$ cat config.mk
export PLATFORM = sky130hd
export DESIGN_NAME = morse_seq_packer_flat
export DESIGN_NICKNAME = d
export VERILOG_FILES = /design/src/rtl/morse_seq_packer_pkg.sv /design/src/rtl/morse_seq_packer_if.sv /design/src/rtl/morse_seq_packer_fifo.sv /design/src/rtl/morse_seq_packer.sv /design/src/flat_wrapper.sv
export SDC_FILE = /design/constraint.sdc
export NUM_CORES = 1
export LEC_CHECK = 0
export CORE_ASPECT_RATIO = 0.6
export CORE_UTILIZATION = 65
export DETAILED_ROUTE_END_ITERATION = 8
export DONT_BUFFER_PORTS = 1
export PLACE_DENSITY = 0.79
export SYNTH_ARGS = -nofsm -noshare
export SYNTH_HDL_FRONTEND = slang
export SYNTH_SLANG_ARGS = --single-unit
$ cat constraint.sdc
create_clock -name Clk -period 6.2 [get_ports Clk]
set_input_delay 0.62 -clock Clk [delete_from_list [all_inputs] [get_ports Clk]]
set_output_delay 0.62 -clock Clk [all_outputs]
set_load 0.01 [all_outputs]
$ cat src/rtl/morse_seq_packer_pkg.sv
// Shared symbol codes, element codes and default sizing for the Morse sequence packer.
package morse_seq_packer_pkg;

  localparam int DEF_MAX_SYMS   = 5;
  localparam int DEF_FIFO_DEPTH = 4;

  typedef enum logic [2:0] {
    SIG_DOT    = 3'b000,
    SIG_DASH   = 3'b001,
    SIG_SPACE  = 3'b010,
    SIG_ENDSEQ = 3'b011
  } sig_e;

  localparam logic [1:0] EL_DOT  = 2'b00;
  localparam logic [1:0] EL_DASH = 2'b01;
  localparam logic [1:0] EL_NONE = 2'b11;

endpackage

$ cat src/rtl/morse_seq_packer_if.sv
// Symbol input channel and packed-character output channel of the packer.
interface morse_seq_packer_if
  import morse_seq_packer_pkg::*;
#(
  parameter int MAX_SYMS = DEF_MAX_SYMS,
  parameter int LEN_W    = $clog2(MAX_SYMS + 1)
);
  logic [2:0]            Signals;
  logic                  SigValid;
  logic                  SigReady;
  logic [2*MAX_SYMS-1:0] EncSeq;
  logic [LEN_W-1:0]      SeqLen;
  logic                  SeqSpace;
  logic                  SeqOvf;
  logic                  SeqValid;
  logic                  SeqReady;
  logic                  SentFlag;

  modport master (
    output Signals, SigValid, SeqReady,
    input  SigReady, EncSeq, SeqLen, SeqSpace, SeqOvf, SeqValid, SentFlag
  );

  modport slave (
    input  Signals, SigValid, SeqReady,
    output SigReady, EncSeq, SeqLen, SeqSpace, SeqOvf, SeqValid, SentFlag
  );
endinterface

$ cat src/rtl/morse_seq_packer_fifo.sv
// Synchronous first-word-fall-through FIFO holding finished character entries.
module morse_seq_packer_fifo #(
  parameter int WIDTH = 8,
  parameter int DEPTH = 4
) (
  input  logic             clk,
  input  logic             srst,
  input  logic             push,
  input  logic             pop,
  input  logic [WIDTH-1:0] push_data,
  output logic [WIDTH-1:0] head_data,
  output logic             full,
  output logic             empty
);
  localparam int PTR_W = $clog2(DEPTH);
  localparam int CNT_W = PTR_W + 1;

  logic [WIDTH-1:0] mem_q [DEPTH];
  logic [PTR_W-1:0] wr_ptr_q, rd_ptr_q;
  logic [CNT_W-1:0] count_q;
  logic             do_push, do_pop;

  assign full    = (count_q == CNT_W'(DEPTH));
  assign empty   = (count_q == '0);
  assign do_push = push & ~full;
  assign do_pop  = pop & ~empty;

  // Head is read straight from the array so the entry is visible the cycle after its push.
  assign head_data = mem_q[rd_ptr_q];

  always_ff @(posedge clk) begin
    if (srst) begin
      wr_ptr_q <= '0;
      rd_ptr_q <= '0;
      count_q  <= '0;
    end else begin
      if (do_push) wr_ptr_q <= wr_ptr_q + PTR_W'(1);
      if (do_pop)  rd_ptr_q <= rd_ptr_q + PTR_W'(1);
      case ({do_push, do_pop})
        2'b10:   count_q <= count_q + CNT_W'(1);
        2'b01:   count_q <= count_q - CNT_W'(1);
        default: count_q <= count_q;
      endcase
    end
  end

  always_ff @(posedge clk) begin
    if (do_push) mem_q[wr_ptr_q] <= push_data;
  end

endmodule

$ cat src/rtl/morse_seq_packer.sv
// Packs dot/dash symbols into 2-bit-per-symbol character codes and queues each finished
// character for the sequence separator behind a valid/ready handshake.
module morse_seq_packer
  import morse_seq_packer_pkg::*;
#(
  parameter int MAX_SYMS   = DEF_MAX_SYMS,
  parameter int FIFO_DEPTH = DEF_FIFO_DEPTH
) (
  input  logic              Clk,
  input  logic              Reset,
  input  logic              Clear,
  morse_seq_packer_if.slave bus
);
  localparam int LEN_W = $clog2(MAX_SYMS + 1);
  localparam int BUF_W = 2 * MAX_SYMS;
  localparam int ENT_W = BUF_W + LEN_W + 2;

  logic [BUF_W-1:0] sym_buf_q, sym_buf_d;
  logic [LEN_W-1:0] cnt_q, cnt_d;
  logic             ovf_q, ovf_d;
  logic             sent_q;
  logic             accept, push, pop, full, empty;
  logic [ENT_W-1:0] push_data, head_data;
  sig_e             sig;

  assign sig    = sig_e'(bus.Signals);
  assign accept = bus.SigValid & bus.SigReady;
  assign pop    = bus.SeqValid & bus.SeqReady;

  always_comb begin
    sym_buf_d = sym_buf_q;
    cnt_d     = cnt_q;
    ovf_d     = ovf_q;
    push      = 1'b0;
    if (Clear) begin
      sym_buf_d = {MAX_SYMS{EL_NONE}};
      cnt_d     = '0;
      ovf_d     = 1'b0;
    end else if (accept) begin
      if (sig == SIG_DOT || sig == SIG_DASH) begin
        if (cnt_q < LEN_W'(MAX_SYMS)) begin
          for (int k = 0; k < MAX_SYMS; k++) begin
            if (cnt_q == LEN_W'(k)) sym_buf_d[BUF_W-1-2*k -: 2] = bus.Signals[1:0];
          end
          cnt_d = cnt_q + LEN_W'(1);
        end else begin
          ovf_d = 1'b1;
        end
      end else if (sig == SIG_SPACE || (sig == SIG_ENDSEQ && cnt_q != '0)) begin
        push = 1'b1;
      end
    end
    // A push hands the current character to the FIFO and starts a fresh one.
    if (push) begin
      sym_buf_d = {MAX_SYMS{EL_NONE}};
      cnt_d     = '0;
      ovf_d     = 1'b0;
    end
  end

  assign push_data = {sym_buf_q, cnt_q, (sig == SIG_SPACE), ovf_q};

  always_ff @(posedge Clk) begin
    if (Reset) begin
      sym_buf_q <= {MAX_SYMS{EL_NONE}};
      cnt_q     <= '0;
      ovf_q     <= 1'b0;
      sent_q    <= 1'b0;
    end else begin
      sym_buf_q <= sym_buf_d;
      cnt_q     <= cnt_d;
      ovf_q     <= ovf_d;
      if (push) sent_q <= ~sent_q;
    end
  end

  morse_seq_packer_fifo #(
    .WIDTH (ENT_W),
    .DEPTH (FIFO_DEPTH)
  ) u_fifo (
    .clk       (Clk),
    .srst      (Reset),
    .push      (push),
    .pop       (pop),
    .push_data (push_data),
    .head_data (head_data),
    .full      (full),
    .empty     (empty)
  );

  // An empty FIFO presents the idle code rather than stale array contents.
  assign bus.SigReady = ~full;
  assign bus.SeqValid = ~empty;
  assign bus.EncSeq   = empty ? {MAX_SYMS{EL_NONE}} : head_data[ENT_W-1 -: BUF_W];
  assign bus.SeqLen   = empty ? '0 : head_data[LEN_W+1:2];
  assign bus.SeqSpace = empty ? 1'b0 : head_data[1];
  assign bus.SeqOvf   = empty ? 1'b0 : head_data[0];
  assign bus.SentFlag = sent_q;

endmodule

$ cat src/flat_wrapper.sv
// flat-port wrapper written by rule: the top's interface ports become plain ports
module morse_seq_packer_flat import morse_seq_packer_pkg::*;
#(
  parameter int MAX_SYMS   = DEF_MAX_SYMS,
  parameter int FIFO_DEPTH = DEF_FIFO_DEPTH
)
  (Clk, Reset, Clear, bus_Signals, bus_SigValid, bus_SeqReady, bus_SigReady, bus_EncSeq, bus_SeqLen, bus_SeqSpace, bus_SeqOvf, bus_SeqValid, bus_SentFlag);
  morse_seq_packer_if #(.MAX_SYMS(MAX_SYMS)) bus_i ();
  input  logic Clk;
  input  logic Reset;
  input  logic Clear;
  input wire logic [$bits(bus_i.Signals)-1:0] bus_Signals;
  input wire logic [$bits(bus_i.SigValid)-1:0] bus_SigValid;
  input wire logic [$bits(bus_i.SeqReady)-1:0] bus_SeqReady;
  output wire logic [$bits(bus_i.SigReady)-1:0] bus_SigReady;
  output wire logic [$bits(bus_i.EncSeq)-1:0] bus_EncSeq;
  output wire logic [$bits(bus_i.SeqLen)-1:0] bus_SeqLen;
  output wire logic [$bits(bus_i.SeqSpace)-1:0] bus_SeqSpace;
  output wire logic [$bits(bus_i.SeqOvf)-1:0] bus_SeqOvf;
  output wire logic [$bits(bus_i.SeqValid)-1:0] bus_SeqValid;
  output wire logic [$bits(bus_i.SentFlag)-1:0] bus_SentFlag;
  assign bus_i.Signals = bus_Signals;
  assign bus_i.SigValid = bus_SigValid;
  assign bus_i.SeqReady = bus_SeqReady;
  assign bus_SigReady = bus_i.SigReady;
  assign bus_EncSeq = bus_i.EncSeq;
  assign bus_SeqLen = bus_i.SeqLen;
  assign bus_SeqSpace = bus_i.SeqSpace;
  assign bus_SeqOvf = bus_i.SeqOvf;
  assign bus_SeqValid = bus_i.SeqValid;
  assign bus_SentFlag = bus_i.SentFlag;
  morse_seq_packer #(.MAX_SYMS(MAX_SYMS), .FIFO_DEPTH(FIFO_DEPTH)) u_core (.Clk(Clk), .Reset(Reset), .Clear(Clear), .bus(bus_i));
endmodule
# After elaboration in Yosys (flattened, before gate mapping)
# Memories as Yosys holds them, arrays and structs flattened. A register that Yosys moved wholly into a read port is not among the register bits.
# Index checks and enable logic that the tools add are counted.
# op_classes
add_sub_neg	5
order_cmp	1
n_eq_ne	10
muxes	13
bitwise	8
n_reduce_logical	16
# op_table
operator	n
4-bit AND reduction	5
3-bit by 2-bit equality test with 1-bit output, second input constant	4
10-bit two-way mux	1
3-bit logical NOT	3
1-bit two-way mux	8
3-bit by 1-bit adder with 3-bit output, second input constant	2
3-bit by 1-bit equality test with 1-bit output, second input constant	2
3-bit equality test, second input constant	2
3-bit case mux with 2 select lines	1
3-bit AND reduction	2
2-bit by 1-bit adder with 2-bit output, second input constant	2
1-bit AND	4
2-bit two-way mux	2
1-bit inverter	4
3-bit < comparator, second input constant	1
3-bit two-way mux	1
3-bit nonzero test	1
3-bit OR reduction	1
3-bit by 1-bit subtractor with 3-bit output, second input constant	1
2-bit by 1-bit equality test with 1-bit output, second input constant	1
2-bit equality test, second input constant	1
1-bit logical OR	2
2-bit nonzero test	1
1-bit logical AND	1
# totals
reg_bits	22
ram_bits	60
in_bits	8
output_inout_bits	18
elab_cells	65
mem_count	1
# memory_table
memory	depth	width	read_ports	rd_clocked_by_memory_dff	write_ports	line_no	source
u_core.u_fifo.mem_q	4	15	1	1	1	morse_seq_packer_fifo.sv:18	logic [WIDTH-1:0] mem_q [DEPTH];

# Logic depth before layout (Yosys ltp)
# depth
depth_word	10
mapped_depth	12
mapped_depth_nobuf	11

# Hierarchy
# Synthesis repeated with hierarchy kept, for this count alone.
# unflattened
hier_cells	222
area_unflattened_um2	3482.1
# modules_own_cells
module	instances	cells_each	area_each_um2	seq_area_each_um2
morse_seq_packer_fifo	1	132	2677.6	1981.9
morse_seq_packer	1	90	804.5	300.3

# Worst setup path before layout
# No wires, ideal clock.
# synth_timing
path_kind	flip-flop to flip-flop
from	register u_core.u_fifo.count_q[0]
to	register u_core.u_fifo.count_q[2]
setup_time_ps	70
t_arrival_ps	2340
required_ps	6130
path_slack_ps	3789
stages_incl_launch_ff	13
n_path_buf	2
synth_period_minus_slack_ps	2411
path_cell_list	dfxtp_1 -> buf_6 -> nor3b_4 -> inv_2 -> and4_4 -> buf_6 -> inv_1 -> ha_1 -> inv_1 -> fa_1 -> xor2_1 -> or3_1 -> a21oi_1
# synth_between
elab_chain_cells	8
elab_cells_between_ends	16
cone_classes	add/sub (2); eq/ne (3); mux (3); bitwise (6); reduce/logical (2)
# synth_rtl
item	line_no	source
from (decl)	morse_seq_packer_fifo.sv:20	logic [CNT_W-1:0] count_q;
from (signal assigned)	morse_seq_packer_fifo.sv:40	2'b10: count_q <= count_q + CNT_W'(1);
from (signal assigned)	morse_seq_packer_fifo.sv:41	2'b01: count_q <= count_q - CNT_W'(1);
from (signal assigned)	morse_seq_packer_fifo.sv:42	default: count_q <= count_q;
3-bit equality test (*)	morse_seq_packer_fifo.sv:23	assign full = (count_q == CNT_W'(DEPTH));
1-bit inverter (*)	morse_seq_packer.sv:92	assign bus.SigReady = ~full;
via bus_SigReady	flat_wrapper.sv:15	output wire logic [$bits(bus_i.SigReady)-1:0] bus_SigReady;
1-bit AND	morse_seq_packer.sv:27	assign accept = bus.SigValid & bus.SigReady;
1-bit two-way mux	morse_seq_packer.sv:39	end else if (accept) begin
1-bit two-way mux	morse_seq_packer.sv:35	if (Clear) begin
1-bit AND (*)	morse_seq_packer_fifo.sv:25	assign do_push = push & ~full;
2-bit by 1-bit equality test with 1-bit output / 2-bit equality test (equally long branches)	morse_seq_packer_fifo.sv:39	case ({do_push, do_pop})
3-bit case mux with 2 select lines / 2-bit nonzero test (equally long branches)	--	
# The timed path passes the listed nets; every way through them passes the cells marked *.
# A chain may end at the register's enable or synchronous reset.

==> impl_metrics.tcl <==
set metrics [dict create \
    synth_edf_count 60 \
    synth_area_per_cell_um2 15.19 \
    worst_pin_slew_ns 1.048 \
    peakVddDrop_v 0.0001658 \
    crit_family "flip-flops" \
    clock_sinks 84 \
    cp-end-kind "primary output" \
    drv_slew 0 \
    cp.depth 2 \
    worstPathCellList "mux4_2 -> or2_2" \
    crit_type "flop to primary output" \
    cpMaxStageDelayCell "dfxtp_1" \
    finalWorstSetupSlack_ns 3.302 \
    cp_data_required_time_ns 5.58 \
    cts_max_path_buffers 2 \
    fin_util_pct 72.79 \
    holdPathStages 1 \
    gp_congestion 0.8858 \
    regArea_um2 2282 \
    cts.clk_slew.worst_paths_ns 0.08 \
    syn_area_um2 3540 \
    critPathMaxFanout 15 \
    firstDrtPassIters 4 \
    grt_remaining_overflow 0 \
    routed_wl_um 6131 \
    crit_arrival_ns 2.28 \
    dpl.cell_count 291 \
    ios 26 \
    grt_pass1_wl_um 9956 \
    hold_viol_final 0 \
    path_buf_inv 0 \
    grt_pass1_vias 1920 \
    p_leak_uw 0.001100 \
    antenna_cells 0 \
    startpoint_type "flop" \
    cpPeakStageDelay_ns 1.00 \
    power-per-cell-area_nw_per_um2 260.8 \
    cts_resized 0 \
    synth_top_flop_cell "edfxtp_1" \
    wl_per_cell_um 19.97 \
    yosys_register_bits 84 \
    grt_usage_pct 24.06 \
    cts_hold_buf 0 \
    nFillCells 312 \
    total_power_uw 978.4 \
    synth-seq-area-share_pct 64.48 \
    synth_warnings 0 \
    grt_max_degree 17 \
    synth_top_area_cell "edfxtp_1" \
    cts_setup_buffers 0 \
    syn_nets 252 \
    drt_iter0_markers 147 \
    fin_tns_setup_ns 0 \
    relSlewSlack_pct 29.23 \
    io_buffers 0 \
    die_area_um2 5754 \
    antenna_found_initial 0 \
    cts_root_buffer "clkbuf_8" \
    h-tree-depth 3 \
    multi_input_area_um2 1139 \
    drive_above_1_share_pct 20.33 \
    holdCritPathClass "input pin to flop" \
    area_growth_pct 6.009 \
    netlist.area_leader.share_pct 50.90 \
    synth_area_leaders "edfxtp_1 51%, dfxtp_1 14%, mux4_2 9.5%, ha_1 3.5%, inv_1 1.8%" \
    drc_errors 0 \
    reg2reg_depth 10 \
    async_reset_ff_share_pct 0 \
    yosysUniqueCellTypes 45 \
    initial_core_util_pct 68.67 \
    skew_ns 0.009767 \
    min_period_ns 2.898 \
    fin_nets 255 \
    die_w_um 97.27 \
    fp.dieH_um 59.16 \
    drt-vias-per-instance 6.316 \
    finalSetupViolCount 0 \
    fmax_mhz 345.1 \
    syn-instance-count 233 \
    cts_tree "done" \
    clk_latency_ns 0.35 \
    core-area_um2 5155 \
    vias 1939 \
    post-route-period-util_pct 46.74 \
    fin_cells 307 \
    ant_nets 0 \
    cts_inserted_buffers 9 \
    rsz0062_at_grt "false" \
    status "finished clean" \
    place_ws_ns 3.363 \
    hpwl_um 4171 \
    cap_violations 0 \
    rows 20 \
]
state kept, by name, indices dropped and copies added, names as in the netlist, named ones only:
register / count
u_core.bus.SentFlag: 1
u_core.cnt_q: 3
u_core.ovf_q: 1
u_core.sym_buf_q: 10
u_core.u_fifo.count_q: 3
u_core.u_fifo.mem_q: 60
u_core.u_fifo.rd_ptr_q: 2
u_core.u_fifo.wr_ptr_q: 2
cells by family after synthesis:
family / count (synthesis) / share of synthesized area (%)
flip-flops: 84 / 64.48
AND/OR/NAND/NOR: 58 / 10.25
AO/OA/AOI/OAI: 31 / 6.151
buffers and inverters: 27 / 3.358
multiplexers: 18 / 10.68
adder cells (fa/ha/maj): 11 / 4.100
XOR/XNOR: 4 / 0.9896
worst register-to-register path, delay by kind of cell, from the launching register on:
family	cells	cell delay (ns)
xor+xnor	1	0.16
compound gates	1	0.13
flops	1	0.40
simple gates	3	1.20
fa+ha+maj	2	0.54
buf+inv	3	0.38
per-stage QoR:
| step | cell area (um2) | hold slack [ns] |
|---|---|---|
| floorplan | 3540 | 0.4597 |
| CTS | 3752 | 0.3227 |
| global placement | 3578 | 0.4783 |
| finish | 3752 | 0.3362 |
| global route | 3752 | 0.3152 |
| detailed placement | 3578 | 0.4886 |
layout by cell type, fill, tap and decap left out, types with 4 or more instances in the layout:
| cell | instances |
|---|---|
| edfxtp_1 | 60 |
| dfxtp_1 | 24 |
| inv_1 | 17 |
| mux4_2 | 15 |
| nor2_1 | 11 |
| or2_2 | 10 |
| ha_1 | 10 |
| clkbuf_8 | 10 |
| o31ai_1 | 6 |
| nor2b_1 | 6 |
| nand2_1 | 6 |
| o21ai_0 | 5 |
| a31oi_1 | 5 |
| and2_1 | 4 |
| xor2_1 | 4 |
| a21oi_1 | 4 |
path summary, 6_finish.rpt:
kind,slack [ns],endpoint,startpoint
worst min register to register,0.52,u_core.u_fifo.mem_q[2][14],u_core.sym_buf_q[9]
worst max-delay path,3.30,bus_EncSeq[8],flop
worst min-delay path,0.34,u_core.u_fifo.rd_ptr_q[0],Reset
worst max register to register,3.33,u_core.u_fifo.count_q[2],u_core.u_fifo.count_q[2]
Yosys cell counts (all sizes together), types with 5 or more instances:
cell type  number
ha             10
nor2           11
clkbuf          5
a31oi           5
dfxtp          24
o31ai           6
nor2b           6
nand2           6
edfxtp         60
o21ai           5
mux4           15
inv            18
or2            10
where the power goes:
group,switching [uW],internal [uW]
clock network,183,158
logic,18.0,16.0
registers,6.33,597
total,207,771
per-layer routing:
layer	GRT usage (%)	wire, um	vias up
met3	9.670	451	14
met1	31.55	2764	961
met4	9.664	136	0
li1	-	-	882
met2	36.92	2778	82
met5	0	0	-
layout make-up:
class,instances,share of cell area [%]
Inverter,18,1.801
Sequential cell,84,60.82
Multi-Input combinational cell,122,30.34
Tap cell,66,2.201
Timing Repair Buffer,1,0.2001
Clock buffer,13,3.968
Clock inverter,3,0.6669
Power figures use the tool's default switching activity.
